`src/rtl/phase_scan_ctrl.sv`:
```
// PLL phase sweep sequencer: counts detA/detB per phase step, stores them, returns the PLL to the best detA step.
// Readback has one cycle of latency; start is ignored while busy and the FSM stalls on phasedone (bounded by TIMEOUT).
module phase_scan_ctrl #(
    parameter int NSTEPS  = 16,
    parameter int CNT_W   = 16,
    parameter int DWELL_W = 16,
    parameter int SETTLE  = 8,
    parameter int TIMEOUT = 1023
) (
    input  logic                      clk,
    input  logic                      reset,
    input  logic                      start,
    input  logic [DWELL_W-1:0]        dwell_cycles,
    input  logic [2:0]                veto_cfg,
    input  logic                      detA,
    input  logic                      detB,
    input  logic                      phasedone,
    output logic                      phasestep,
    output logic                      phaseupdown,
    output logic [2:0]                vetoLast,
    output logic                      busy,
    output logic                      done,
    output logic                      err,
    output logic [$clog2(NSTEPS)-1:0] best_step,
    input  logic [$clog2(NSTEPS)-1:0] rd_addr,
    output logic [CNT_W-1:0]          rd_countA,
    output logic [CNT_W-1:0]          rd_countB
);

    localparam int SW    = $clog2(NSTEPS);
    localparam int TO_W  = $clog2(TIMEOUT + 1);
    localparam int ST_W  = $clog2(SETTLE + 1);
    localparam int TW0   = (DWELL_W > TO_W) ? DWELL_W : TO_W;
    localparam int TMR_W = (TW0 > ST_W) ? TW0 : ST_W;

    typedef enum logic [2:0] {
        S_IDLE, S_SETTLE, S_COUNT, S_STORE, S_STEP, S_WAIT_PD, S_RETURN, S_DONE
    } state_t;

    state_t             state_q, state_d;
    logic [SW-1:0]      step_q, step_d;
    logic [SW-1:0]      best_q, best_d;
    logic [SW-1:0]      best_step_q, best_step_d;
    logic [SW:0]        rem_q, rem_d;
    logic [CNT_W-1:0]   cnt_a_q, cnt_a_d;
    logic [CNT_W-1:0]   cnt_b_q, cnt_b_d;
    logic [CNT_W-1:0]   bestval_q, bestval_d;
    logic [TMR_W-1:0]   tmr_q, tmr_d;
    logic               err_q, err_d;
    logic               pd_low_q, pd_low_d;
    logic               ret_q, ret_d;
    logic [2:0]         veto_q, veto_d;
    logic [CNT_W-1:0]   rd_a_q, rd_b_q;
    logic [CNT_W-1:0]   mem_a [NSTEPS];
    logic [CNT_W-1:0]   mem_b [NSTEPS];

    logic [DWELL_W-1:0] dwell_eff;
    logic [TMR_W-1:0]   dwell_last;

    assign dwell_eff  = (dwell_cycles == '0) ? DWELL_W'(1) : dwell_cycles;
    assign dwell_last = TMR_W'(dwell_eff) - TMR_W'(1);

    always_comb begin
        state_d     = state_q;
        step_d      = step_q;
        best_d      = best_q;
        best_step_d = best_step_q;
        rem_d       = rem_q;
        cnt_a_d     = cnt_a_q;
        cnt_b_d     = cnt_b_q;
        bestval_d   = bestval_q;
        tmr_d       = tmr_q;
        err_d       = err_q;
        pd_low_d    = pd_low_q;
        ret_d       = ret_q;

        case (state_q)
            S_IDLE: begin
                if (start) begin
                    state_d   = S_SETTLE;
                    step_d    = '0;
                    cnt_a_d   = '0;
                    cnt_b_d   = '0;
                    best_d    = '0;
                    bestval_d = '0;
                    err_d     = 1'b0;
                    tmr_d     = '0;
                    ret_d     = 1'b0;
                end
            end
            S_SETTLE: begin
                if (tmr_q == TMR_W'(SETTLE - 1)) begin
                    state_d = S_COUNT;
                    tmr_d   = '0;
                end else begin
                    tmr_d = tmr_q + TMR_W'(1);
                end
            end
            S_COUNT: begin
                if (detA && (cnt_a_q != '1)) cnt_a_d = cnt_a_q + CNT_W'(1);
                if (detB && (cnt_b_q != '1)) cnt_b_d = cnt_b_q + CNT_W'(1);
                if (tmr_q >= dwell_last) begin
                    state_d = S_STORE;
                    tmr_d   = '0;
                end else begin
                    tmr_d = tmr_q + TMR_W'(1);
                end
            end
            S_STORE: begin
                // Strict compare so a tie keeps the earlier step.
                if (cnt_a_q > bestval_q) begin
                    best_d    = step_q;
                    bestval_d = cnt_a_q;
                end
                cnt_a_d = '0;
                cnt_b_d = '0;
                if (step_q == SW'(NSTEPS - 1)) begin
                    state_d = S_RETURN;
                    rem_d   = {1'b0, best_d} + (SW + 1)'(1);
                end else begin
                    state_d  = S_STEP;
                    tmr_d    = '0;
                    pd_low_d = 1'b0;
                end
            end
            S_STEP: begin
                // A fast PLL may already drop phasedone while phasestep is high.
                if (!phasedone) pd_low_d = 1'b1;
                if (tmr_q == TMR_W'(1)) begin
                    state_d = S_WAIT_PD;
                    tmr_d   = '0;
                end else begin
                    tmr_d = tmr_q + TMR_W'(1);
                end
            end
            S_WAIT_PD: begin
                if (pd_low_q && phasedone) begin
                    tmr_d = '0;
                    if (ret_q) begin
                        state_d = S_RETURN;
                    end else begin
                        state_d = S_SETTLE;
                        step_d  = step_q + SW'(1);
                    end
                end else if (tmr_q == TMR_W'(TIMEOUT)) begin
                    err_d   = 1'b1;
                    state_d = S_DONE;
                end else begin
                    tmr_d = tmr_q + TMR_W'(1);
                    if (!phasedone) pd_low_d = 1'b1;
                end
            end
            S_RETURN: begin
                ret_d = 1'b1;
                if (rem_q == '0) begin
                    state_d = S_DONE;
                end else begin
                    rem_d    = rem_q - (SW + 1)'(1);
                    state_d  = S_STEP;
                    tmr_d    = '0;
                    pd_low_d = 1'b0;
                end
            end
            S_DONE: begin
                best_step_d = best_q;
                state_d     = S_IDLE;
            end
            default: state_d = S_IDLE;
        endcase
    end

    assign veto_d = (state_d != S_IDLE) ? 3'b000 : veto_cfg;

    always_ff @(posedge clk) begin
        if (reset) begin
            state_q     <= S_IDLE;
            step_q      <= '0;
            best_q      <= '0;
            best_step_q <= '0;
            rem_q       <= '0;
            cnt_a_q     <= '0;
            cnt_b_q     <= '0;
            bestval_q   <= '0;
            tmr_q       <= '0;
            err_q       <= 1'b0;
            pd_low_q    <= 1'b0;
            ret_q       <= 1'b0;
            veto_q      <= veto_cfg;
            rd_a_q      <= '0;
            rd_b_q      <= '0;
        end else begin
            state_q     <= state_d;
            step_q      <= step_d;
            best_q      <= best_d;
            best_step_q <= best_step_d;
            rem_q       <= rem_d;
            cnt_a_q     <= cnt_a_d;
            cnt_b_q     <= cnt_b_d;
            bestval_q   <= bestval_d;
            tmr_q       <= tmr_d;
            err_q       <= err_d;
            pd_low_q    <= pd_low_d;
            ret_q       <= ret_d;
            veto_q      <= veto_d;
            rd_a_q      <= mem_a[rd_addr];
            rd_b_q      <= mem_b[rd_addr];
        end
    end

    // Result array is deliberately unreset so it can map onto RAM.
    always_ff @(posedge clk) begin
        if (state_q == S_STORE) begin
            mem_a[step_q] <= cnt_a_q;
            mem_b[step_q] <= cnt_b_q;
        end
    end

    assign phasestep   = (state_q == S_STEP);
    assign phaseupdown = 1'b1;
    assign busy        = (state_q != S_IDLE);
    assign done        = (state_q == S_DONE);
    assign err         = err_q;
    assign best_step   = best_step_q;
    assign vetoLast    = veto_q;
    assign rd_countA   = rd_a_q;
    assign rd_countB   = rd_b_q;

endmodule

```
`config.mk`:
```
export PLATFORM = sky130hd
export DESIGN_NAME = phase_scan_ctrl
export DESIGN_NICKNAME = d
export VERILOG_FILES = /design/src/rtl/phase_scan_ctrl.sv
export SDC_FILE = /design/constraint.sdc
export NUM_CORES = 1
export LEC_CHECK = 0
export BUFFER_PORTS_ARGS = -buffer_cell sky130_fd_sc_hd__buf_2
export CORE_AREA = 3 3 168 292
export CTS_CLUSTER_DIAMETER = 120
export DETAILED_ROUTE_END_ITERATION = 8
export DIE_AREA = 0 0 171 295
export PLACE_DENSITY = 0.7
export SYNTH_ARGS = -nofsm -noshare
export SYNTH_HDL_FRONTEND = slang
export SYNTH_SLANG_ARGS = --single-unit
export TNS_END_PERCENT = 1
```
`constraint.sdc`:
```
create_clock -name clk -period 10.9 [get_ports clk]
set_input_delay 0.545 -clock clk [delete_from_list [all_inputs] [get_ports clk]]
set_output_delay 0.545 -clock clk [all_outputs]
set_load 0.05 [all_outputs]
```
# Yosys cells after proc, flatten, opt, wreduce, memory -nomap -nowiden
# Memory sizes are Yosys's and may differ from the RTL's. A register that Yosys moved wholly into a read port is not among the register bits.
# Cells that the tools add are included.
totals:
  regBits: 90
  latch_bits: 0
  ram_bits: 512
  romBits: 0
  input_bits: 29
  out_inout_bits: 44
  elab_cells: 126
  mem_count: 2
op_classes:
  add_sub_neg: 7
  multipliers: 0
  div: 0
  n_lt_le_gt_ge: 2
  n_eq_ne: 26
  shift: 0
  muxes: 51
  n_bitwise: 0
  n_reduce_logical: 25
memory_table:
  columns: ["name", "words", "word_bits", "read_ports", "rd_clocked_by_memory_dff", "wr", "line", "source"]
  rows:
  - ["mem_a", 16, 16, 1, 1, 1, "54", "logic [CNT_W-1:0] mem_a [NSTEPS];"]
  - ["mem_b", 16, 16, 1, 1, 1, "55", "logic [CNT_W-1:0] mem_b [NSTEPS];"]
op_table:
  columns: ["cell", "count"]
  rows:
  - ["$mux 16", 12]
  - ["$pmux 16 s7", 1]
  - ["$pmux 16 s3", 2]
  - ["$add 16x1->16 const B", 3]
  - ["$ne 16x16->1 const B", 2]
  - ["$pmux 16 s2", 1]
  - ["$mux 3", 9]
  - ["$ne 2x2->1 const B", 12]
  - ["$pmux 3 s8", 1]
  - ["$mux 4", 5]
  - ["$eq 16x1->1 const B", 1]
  - ["$eq 16x10->1 const B", 1]
  - ["$eq 16x3->1 const B", 1]
  - ["$ge 16x16->1", 1]
  - ["$gt 16x16->1", 1]
  - ["$logic_not 16->1", 1]
  - ["$pmux 4 s2", 2]
  - ["$sub 16x1->16 const B", 1]
  - ["$eq 3x3->1 const B", 4]
  - ["$reduce_and 3->1", 4]
  - ["$mux 1", 10]
  - ["$mux 5", 2]
  - ["$pmux 5 s2", 1]
  - ["$reduce_and 5->1", 2]
  - ["other kinds (19)", 31]

# Logic depth before layout (Yosys ltp)
# Gate-level depths: netlist (run 1).
depth:
  depth_word: 9
  ltp_mapped: 19
  depth_no_buf: 18

# Least setup slack after synthesis (run 1)
# OpenSTA, ideal clock, no wires.
synth_timing:
  kind: "input to register"
  from: "in dwell_cycles[6]"
  to: "reg tmr_q[11]"
  setup_ns: 0.117
  arrival_ns: 3.885
  setup_slack_ns: 6.898
  path_stages: 19
  cell_sequence: "or4_4 > nor4_4 > nand2b_1 > nor4_1 > a21oi_1 > ha_1 > nand2b_1 > nand2b_1 > nor2_1 > xnor2_1 > ha_1 > nand2_1 > nor2_1 > o211ai_1 > o211ai_1 > a21oi_1 > buf_4 > a21o_1 > a22o_1"
synth_between:
  elab_chain_cells: 6
synth_rtl:
  columns: ["element", "line", "source"]
  rows:
  - ["start, declared", "13", "input logic [DWELL_W-1:0] dwell_cycles,"]
  - ["$logic_not 16->1", "60", "assign dwell_eff = (dwell_cycles == '0) ? DWELL_W'(1) : dwell_cycles;"]
  - ["$mux 16 *", "60", null]
  - ["$sub 16x1->16 *", "61", "assign dwell_last = TMR_W'(dwell_eff) - TMR_W'(1);"]
  - ["$ge 16x16->1 *", "102", "if (tmr_q >= dwell_last) begin"]
  - ["$mux 16 *", "102", null]
  - ["$pmux 16 s7 *", "77", "case (state_q)"]
  - ["end signal, assigned", "200", "tmr_q <= tmr_d;"]
  - ["end, declared", "48", "logic [TMR_W-1:0] tmr_q, tmr_d;"]
# Mark *: on every way between the ends. The rest lies on a longest branch, timed or not.
# A chain may end at the register's enable or synchronous reset.

# Worst setup path after layout (run 1)
layout_timing:
  from: "in dwell_cycles[6]"
  to: "reg tmr_q[12]"
# Same word-level chain as after synthesis.

==> run_results.csv, run 1 <==
group,metric,value,unit
grt,grt_max_degree,82,
final_layout,syn2layout_area_growth,11.2,%
placement,io_buffers,71,
power,power.leakage,8.78,nW
sta,setup_viol,0,
setup_path,worstRegToRegCells,7,
sta,fmax,239,MHz
drt,drt_wl_total,55100,um
status,status,"complete, no violations",
sta,min_period,4.18,ns
final_layout,drive_gt1_share,23.2,%
sta,tightest_slew,1.13,ns
drt,final_antenna_net_count,0,
synth,synth-edff-count,512,
setup_path,endpoint,"tmr_q[12]$_SDFFE_PP0P_",
clocking,clk_latency,0.59,ns
setup_path,crit_type,"in2reg",
synth,synth_area_leader_cell,"edfxtp_1",
final_layout,design_area,28500,um^2
die,row_count,105,
worst_hold_path,hold_path.class,"in2reg",
sta,period_share,38.4,%
placement,post-place-ws,6.12,ns
placement,gp_congestion,0.829,
grt,overflow,0,
clocking,clock_path_buffers,3,
clocking,ctsHoldBuffers,0,
synth,synth-seq-cells,634,
die,start_util,54.4,%
die,die_w,171,um
synth,synthArstFlopShare,0,%
drt,route.detailed.vias_per_inst,6.17,
clocking,htree_levels,2,
sta,hold_viol_final,0,
grt,antenna_found_initial,0,
setup_path,crit_arrival,4.66,ns
drt,wl_per_cell,24.8,um
die,io_pins,73,
clocking,cts-root-buf,"clkbuf_16",
die,core,47000,um^2
synth,post-synth-top-count-cell,"edfxtp_1",
clocking,cts_buffers,54,
final_layout,diodes,0,
sta,skew,0.0174,ns
power,p_per_area,164,nW/um^2
grt,grt_use_total,22.5,%
drt,firstDrtPassIters,5,
final_layout,final_nets,1655,
run,drv_cap,0,
synth,synth.distinct_cells,63,
sta,tns,0,ns
synth,syn_inst,1496,
grt,grt_pass1_vias,13900,
placement,placed_cell_area,26700,um^2
setup_path,endpoint_kind,"flop",
final_layout,final_core_utilization,60.6,%
setup_path,crit-reg2reg-launch,"cnt_b_q[6]$_SDFFE_PP0P_",
sta,slew_headroom,24.4,%
setup_path,rrSetupSlack,7.54,ns
synth,ys_seq_area_share,69.6,%
drt,num_vias,13700,
setup_path,critical_path.max_fanout,21,
sta,rsz0062_at_grt,"false",
setup_path,required,11.37,ns
setup_path,reg2reg_to,"cnt_b_q[15]$_SDFFE_PP0P_",
synth,synth_area_leaders,"edfxtp_1, mux4_2, dfxtp_1",
clocking,cts_resized,0,
clocking,post_cts_buffers,0,
sta,drv_slew,0,
setup_path,critPathLaunch,"dwell_cycles[6]",
clocking,cts.sinks,634,
die,die_area,50400,um^2
drt,drtIter0Drc,1083,
die,dieHeight,295,um
synth,ys.flop_type,"edfxtp_1",
clocking,clkTransAtPathRegs,0.07,ns
setup_path,critPathLaunchType,"input port",
synth,synth_nets,1568,
grt,grt_pass1_wl,85100,um
final_layout,num-fill-cells,3419,
synth,synth_top_area_share,60.0,%
synth,synth.avg_cell_area,17.1,um^2
synth,ys.warnings.count,0,
synth,yosys-top-cells-count,"edfxtp_1, mux4_2, dfxtp_1",
power,ir_worst_vdd,0.123,mV
placement,dpl.hpwl,30300,um
clocking,cts_tree,"built",
sta,fin_ws,6.72,ns
drt,drc_errors,0,
synth,synth_area,25600,um^2
[sequential cells by signal (all words and copies together), names as in the netlist]
register   cells
mem_b        256
ret_q          1
bestval_q     16
rd_countB     16
step_q         4
vetoLast       3
rem_q          5
rd_countA     16
pd_low_q       1
cnt_b_q       16
cnt_a_q       16
tmr_q         16
state_q        3
best_step      4
best_q         4
err            1
mem_a        256
[worst min path at each step]
stage | end | slack [ns] | from | depth (start not counted)
2_1_floorplan | bestval_q[10]$_SDFFE_PP0P_ | 0.43 | bestval_q[10]$_SDFFE_PP0P_ | 2
3_3_place_gp | bestval_q[7]$_SDFFE_PP0P_ | 0.44 | bestval_q[7]$_SDFFE_PP0P_ | 2
3_5_place_dp | bestval_q[7]$_SDFFE_PP0P_ | 0.45 | bestval_q[7]$_SDFFE_PP0P_ | 2
4_1_cts | vetoLast[2]$_DFF_P_ | 0.17 | veto_cfg[2] | 3
5_1_grt | vetoLast[2]$_DFF_P_ | 0.20 | veto_cfg[2] | 3
6_report | vetoLast[2]$_DFF_P_ | 0.19 | veto_cfg[2] | 3
[routing by layer]
metal,wire length [um],vias up,global-route usage (%)
met1,20500,6993,28.8
met3,3200,129,3.10
met4,2230,0,8.86
met2,29100,461,39.1
met5,0,-,0
li1,-,6099,-
[critical path: stages]
cell and delay, ns:
buf_2 0.13, or4_4 0.57, nor4_4 0.18, nand2b_1 0.15, nor4_1 0.33, a21oi_1 0.17
ha_1 0.26, nand2b_1 0.09, nand2b_1 0.24, nor2_1 0.09, xnor2_1 0.17, ha_1 0.25
nand2_1 0.08, o21ai_0 0.09, a21oi_1 0.21, o211ai_1 0.20, a21oi_1 0.18, buf_4 0.26
nand2_1 0.17, o41ai_1 0.28
[layout make-up]
type | count | area (um^2) | share of cell area (%)
Sequential cell | 634 | 17800 | 62.6
Multi-Input combinational cell | 764 | 7490 | 26.3
Clock buffer | 65 | 1390 | 4.89
Tap cell | 588 | 736 | 2.58
Timing Repair Buffer | 96 | 554 | 1.95
Clock inverter | 36 | 372 | 1.30
Inverter | 33 | 124 | 0.435
[stage by stage]
stage	instances	power (mW)	hold slack [ns]
final	2216	4.68	0.192
after global routing	2216	4.83	0.203
after CTS	2216	4.73	0.172
after detailed placement	2115	2.83	0.447
after global placement	2115	2.83	0.439
after floorplan	1496	2.78	0.432
[power by group]
part           internal, mW  switching, mW
Sequential             2.59        0.00380
Clock                  1.05          0.860
Combinational        0.0671          0.118
Total                  3.70          0.981
[logic make-up (layout without fill, tap and decap cells)]
family | Yosys count | in the layout | share of synthesized area (%)
AO/OA/AOI/OAI | 146 | 146 | 3.49
XOR/XNOR | 40 | 40 | 1.37
adder cells (fa/ha/maj) | 43 | 43 | 2.10
buffers and inverters | 98 | 230 | 1.62
flip-flops | 634 | 634 | 69.6
multiplexers | 172 | 172 | 14.5
other | 1 | 1 | 0.0146
AND/OR/NAND/NOR | 362 | 362 | 7.29
[placed cells by master, fill, tap and decap left out, types with 18 or more instances in the layout]
cell,count
edfxtp_1,512
mux4_2,160
dfxtp_1,122
nor2_1,80
nand2_1,70
buf_2,69
a21oi_1,63
nand3_1,56
clkbuf_16,54
ha_1,43
and2_1,37
inv_1,31
o21ai_0,27
buf_4,26
nand4_1,21
xnor2_1,20
xor2_1,20
nor3_1,18
No activity file was read; power rests on OpenSTA's default activity.
==> run 2: changes to the inputs <==
ABC_AREA = 1   (was not set)
CORE_AREA = 3 3 169 294   (was 3 3 168 292)
DIE_AREA = 0 0 172 297   (was 0 0 171 295)
clock period = 3.97 ns   (was 10.9 ns; I/O delays follow)
==> run 2 against run 1 <==
Net effect: sequential share of layout area down 1.0 points; synthesized cell count up 49%; die area up 1.3%; utilization up 0.11 points; clock skew up 0.0023 ns; combinational power rose to 4.4 times the previous value; final cell count up 32%; cell area up 1.7%; highest routed layer unchanged; critical path depth unchanged.
==> run_results.csv, run 2 <==
group,metric,value,unit
setup_path,rrSetupSlack,1.06,ns
clocking,cts_buffers,53,
clocking,post_cts_buffers,0,
setup_path,critPathLaunchType,"input port",
run,drv_cap,0,
clocking,cts-root-buf,"clkbuf_16",
sta,fin_ws,0.649,ns
grt,grt_max_degree,131,
synth,ys_seq_area_share,68.6,%
setup_path,crit_type,"in2reg",
sta,period_share,83.6,%
synth,synth_area,26000,um^2
synth,synth.avg_cell_area,11.7,um^2
setup_path,crit_arrival,3.82,ns
die,dieHeight,297,um
worst_hold_path,min-delay-start,"phasedone",
clocking,clkTransAtPathRegs,0.06,ns
clocking,htree_levels,2,
die,io_pins,73,
final_layout,fin_cells,2915,
die,die_w,172,um
clocking,cts.sinks,634,
setup_path,endpoint_kind,"flop",
synth,synth_area_leader_cell,"edfxtp_1",
die,core,47700,um^2
final_layout,final_common_cell,"edfxtp_1",
sta,skew,0.0197,ns
synth,synth_area_leaders,"edfxtp_1, dfxtp_1, o21ai_0",
grt,overflow,0,
grt,grt_use_total,25.4,%
status,status,"complete, no violations",
final_layout,top_regs,"mem_a: 256 flops, mem_b: 256 flops",
grt,antenna_found_initial,0,
drt,final_antenna_net_count,0,
setup_path,required,4.47,ns
setup_path,critical_path.max_fanout,16,
clocking,clk_latency,0.59,ns
power,swShare,22.1,%
drt,num_vias,18100,
sta,fmax,301,MHz
synth,yosys-top-cells-count,"edfxtp_1, nor2_1, o21ai_0",
sta,slew_headroom,22.1,%
sta,setup_viol,0,
setup_path,crit-reg2reg-launch,"cnt_a_q[1]$_SDFFE_PP0P_",
placement,post-place-ws,0.0340,ns
power,p_per_area,456,nW/um^2
drt,firstDrtPassIters,5,
sta,rsz0062_at_grt,"false",
sta,min_period,3.32,ns
sta,hold_viol_final,0,
sta,tns,0,ns
clocking,clock_path_buffers,3,
setup_path,reg2reg_to,"bestval_q[5]$_SDFFE_PP0P_",
placement,io_buffers,71,
power,power.total,13.2,mW
synth,synth.distinct_cells,52,
final_layout,syn2layout_area_growth,11.6,%
clocking,cts_resized,0,
worst_hold_path,hold_path.class,"in2reg",
power,power_frac_seq,54.2,%
setup_path,endpoint,"tmr_q[3]$_SDFFE_PP0P_",
power,power.leakage,9.76,nW
grt,grt_pass1_wl,100000,um
die,die_area,51100,um^2
synth,syn_inst,2223,
synth,synth_top_area_share,59.2,%
placement,dp.cells,2812,
setup_path,critPathLaunch,"dwell_cycles[4]",
final_layout,final_nets,2348,
power,power.net_switching,2.92,mW
drt,drt_wl_total,65100,um
grt,grt_pass1_vias,18100,
drt,route.detailed.vias_per_inst,6.21,
power,ir_worst_vdd,0.304,mV
sta,drv_slew,0,
power,clkPwrFrac,39.7,%
die,start_util,54.4,%
synth,ys.flop_type,"edfxtp_1",
synth,synth-edff-count,512,
final_layout,drive_gt1_share,10.5,%
power,p_comb_share,6.1,%
sta,tightest_slew,1.17,ns
drt,drc_errors,0,
synth,ys.warnings.count,0,
setup_path,worstRegToRegCells,14,
placement,gp_congestion,0.841,
drt,wl_per_cell,22.3,um
synth,post-synth-top-count-cell,"edfxtp_1",
clocking,ctsHoldBuffers,3,
synth,synth_nets,2295,
final_layout,diodes,0,
clocking,cts_tree,"built",
synth,synthArstFlopShare,0,%
placement,dpl.hpwl,36800,um
final_layout,final_cell_mix,"edfxtp_1, nor2_1, o21ai_0, nand2_1, dfxtp_1",
synth,synth-seq-cells,634,
power,intPower,10.3,mW
drt,drtIter0Drc,1654,
die,row_count,106,
-- run 2: metal layers --
metal	global-route usage [%]	up-vias	routed length (um)
met5	0	-	0
met4	10.5	0	2610
met3	2.99	184	4380
met2	44.4	766	33700
met1	31.7	8899	24400
li1	-	8244	-
-- run 2: how the worst min path moves through the flow --
stage | to | slack (ns) | cells after the start
3_3_place_gp | vetoLast[2]$_DFF_P_ | 0.38 | 3
2_1_floorplan | vetoLast[0]$_DFF_P_ | 0.30 | 2
5_1_grt | pd_low_q$_SDFFE_PP0P_ | 0.08 | 5
4_1_cts | pd_low_q$_SDFFE_PP0P_ | 0.03 | 5
6_report | pd_low_q$_SDFFE_PP0P_ | 0.05 | 5
3_5_place_dp | vetoLast[0]$_DFF_P_ | 0.39 | 3
-- run 2: power by group through the flow --
stage | Combinational, mW | Sequential [mW] | Clock (mW)
5_1_grt | 0.888 | 7.15 | 5.54
3_3_place_gp | 0.776 | 7.30 | 0
2_1_floorplan | 0.464 | 7.40 | 0
6_report | 0.808 | 7.15 | 5.24
3_5_place_dp | 0.799 | 7.30 | 0
4_1_cts | 0.804 | 7.15 | 5.30
-- run 2: worst max-delay path, stage by stage --
cell      delay, ns
buf_2          0.12
nor2_1         0.19
nand3b_1       0.11
nor2_1         0.16
nand4_1        0.15
nor2b_1        0.19
ha_1           0.23
nand2_1        0.11
inv_1          0.08
nand2_1        0.11
nor2_1         0.07
xor2_1         0.12
inv_1          0.06
ha_1           0.29
nand4_1        0.13
o221a_2        0.23
nand3_1        0.10
o21ai_1        0.88
nand2_1        0.12
a21oi_1        0.19
-- run 2: cell type report --
cell class / count / area, um^2
Clock buffer: 77 / 1520
Clock inverter: 23 / 233
Fill cell: 3694 / 18800
Inverter: 109 / 417
Multi-Input combinational cell: 1351 / 7340
Sequential cell: 634 / 17800
Tap cell: 594 / 743
Timing Repair Buffer: 127 / 897
-- run 2: kinds of logic after synthesis --
family	share of synthesized area (%)
adder cells (fa/ha/maj)	2.07
buffers and inverters	3.55
other	0.0144
AO/OA/AOI/OAI	14.1
AND/OR/NAND/NOR	10.7
flip-flops	68.6
XOR/XNOR	0.978
-- run 2: stage by stage --
stage               instance area, um^2  hold slack (ns)  util, %
floorplan                         26000            0.296        -
global placement                  27200            0.382     56.9
detailed placement                27200            0.387     56.9
CTS                               29000           0.0294     60.7
global route                      29000           0.0827     60.7
finish                            29000           0.0513     60.7
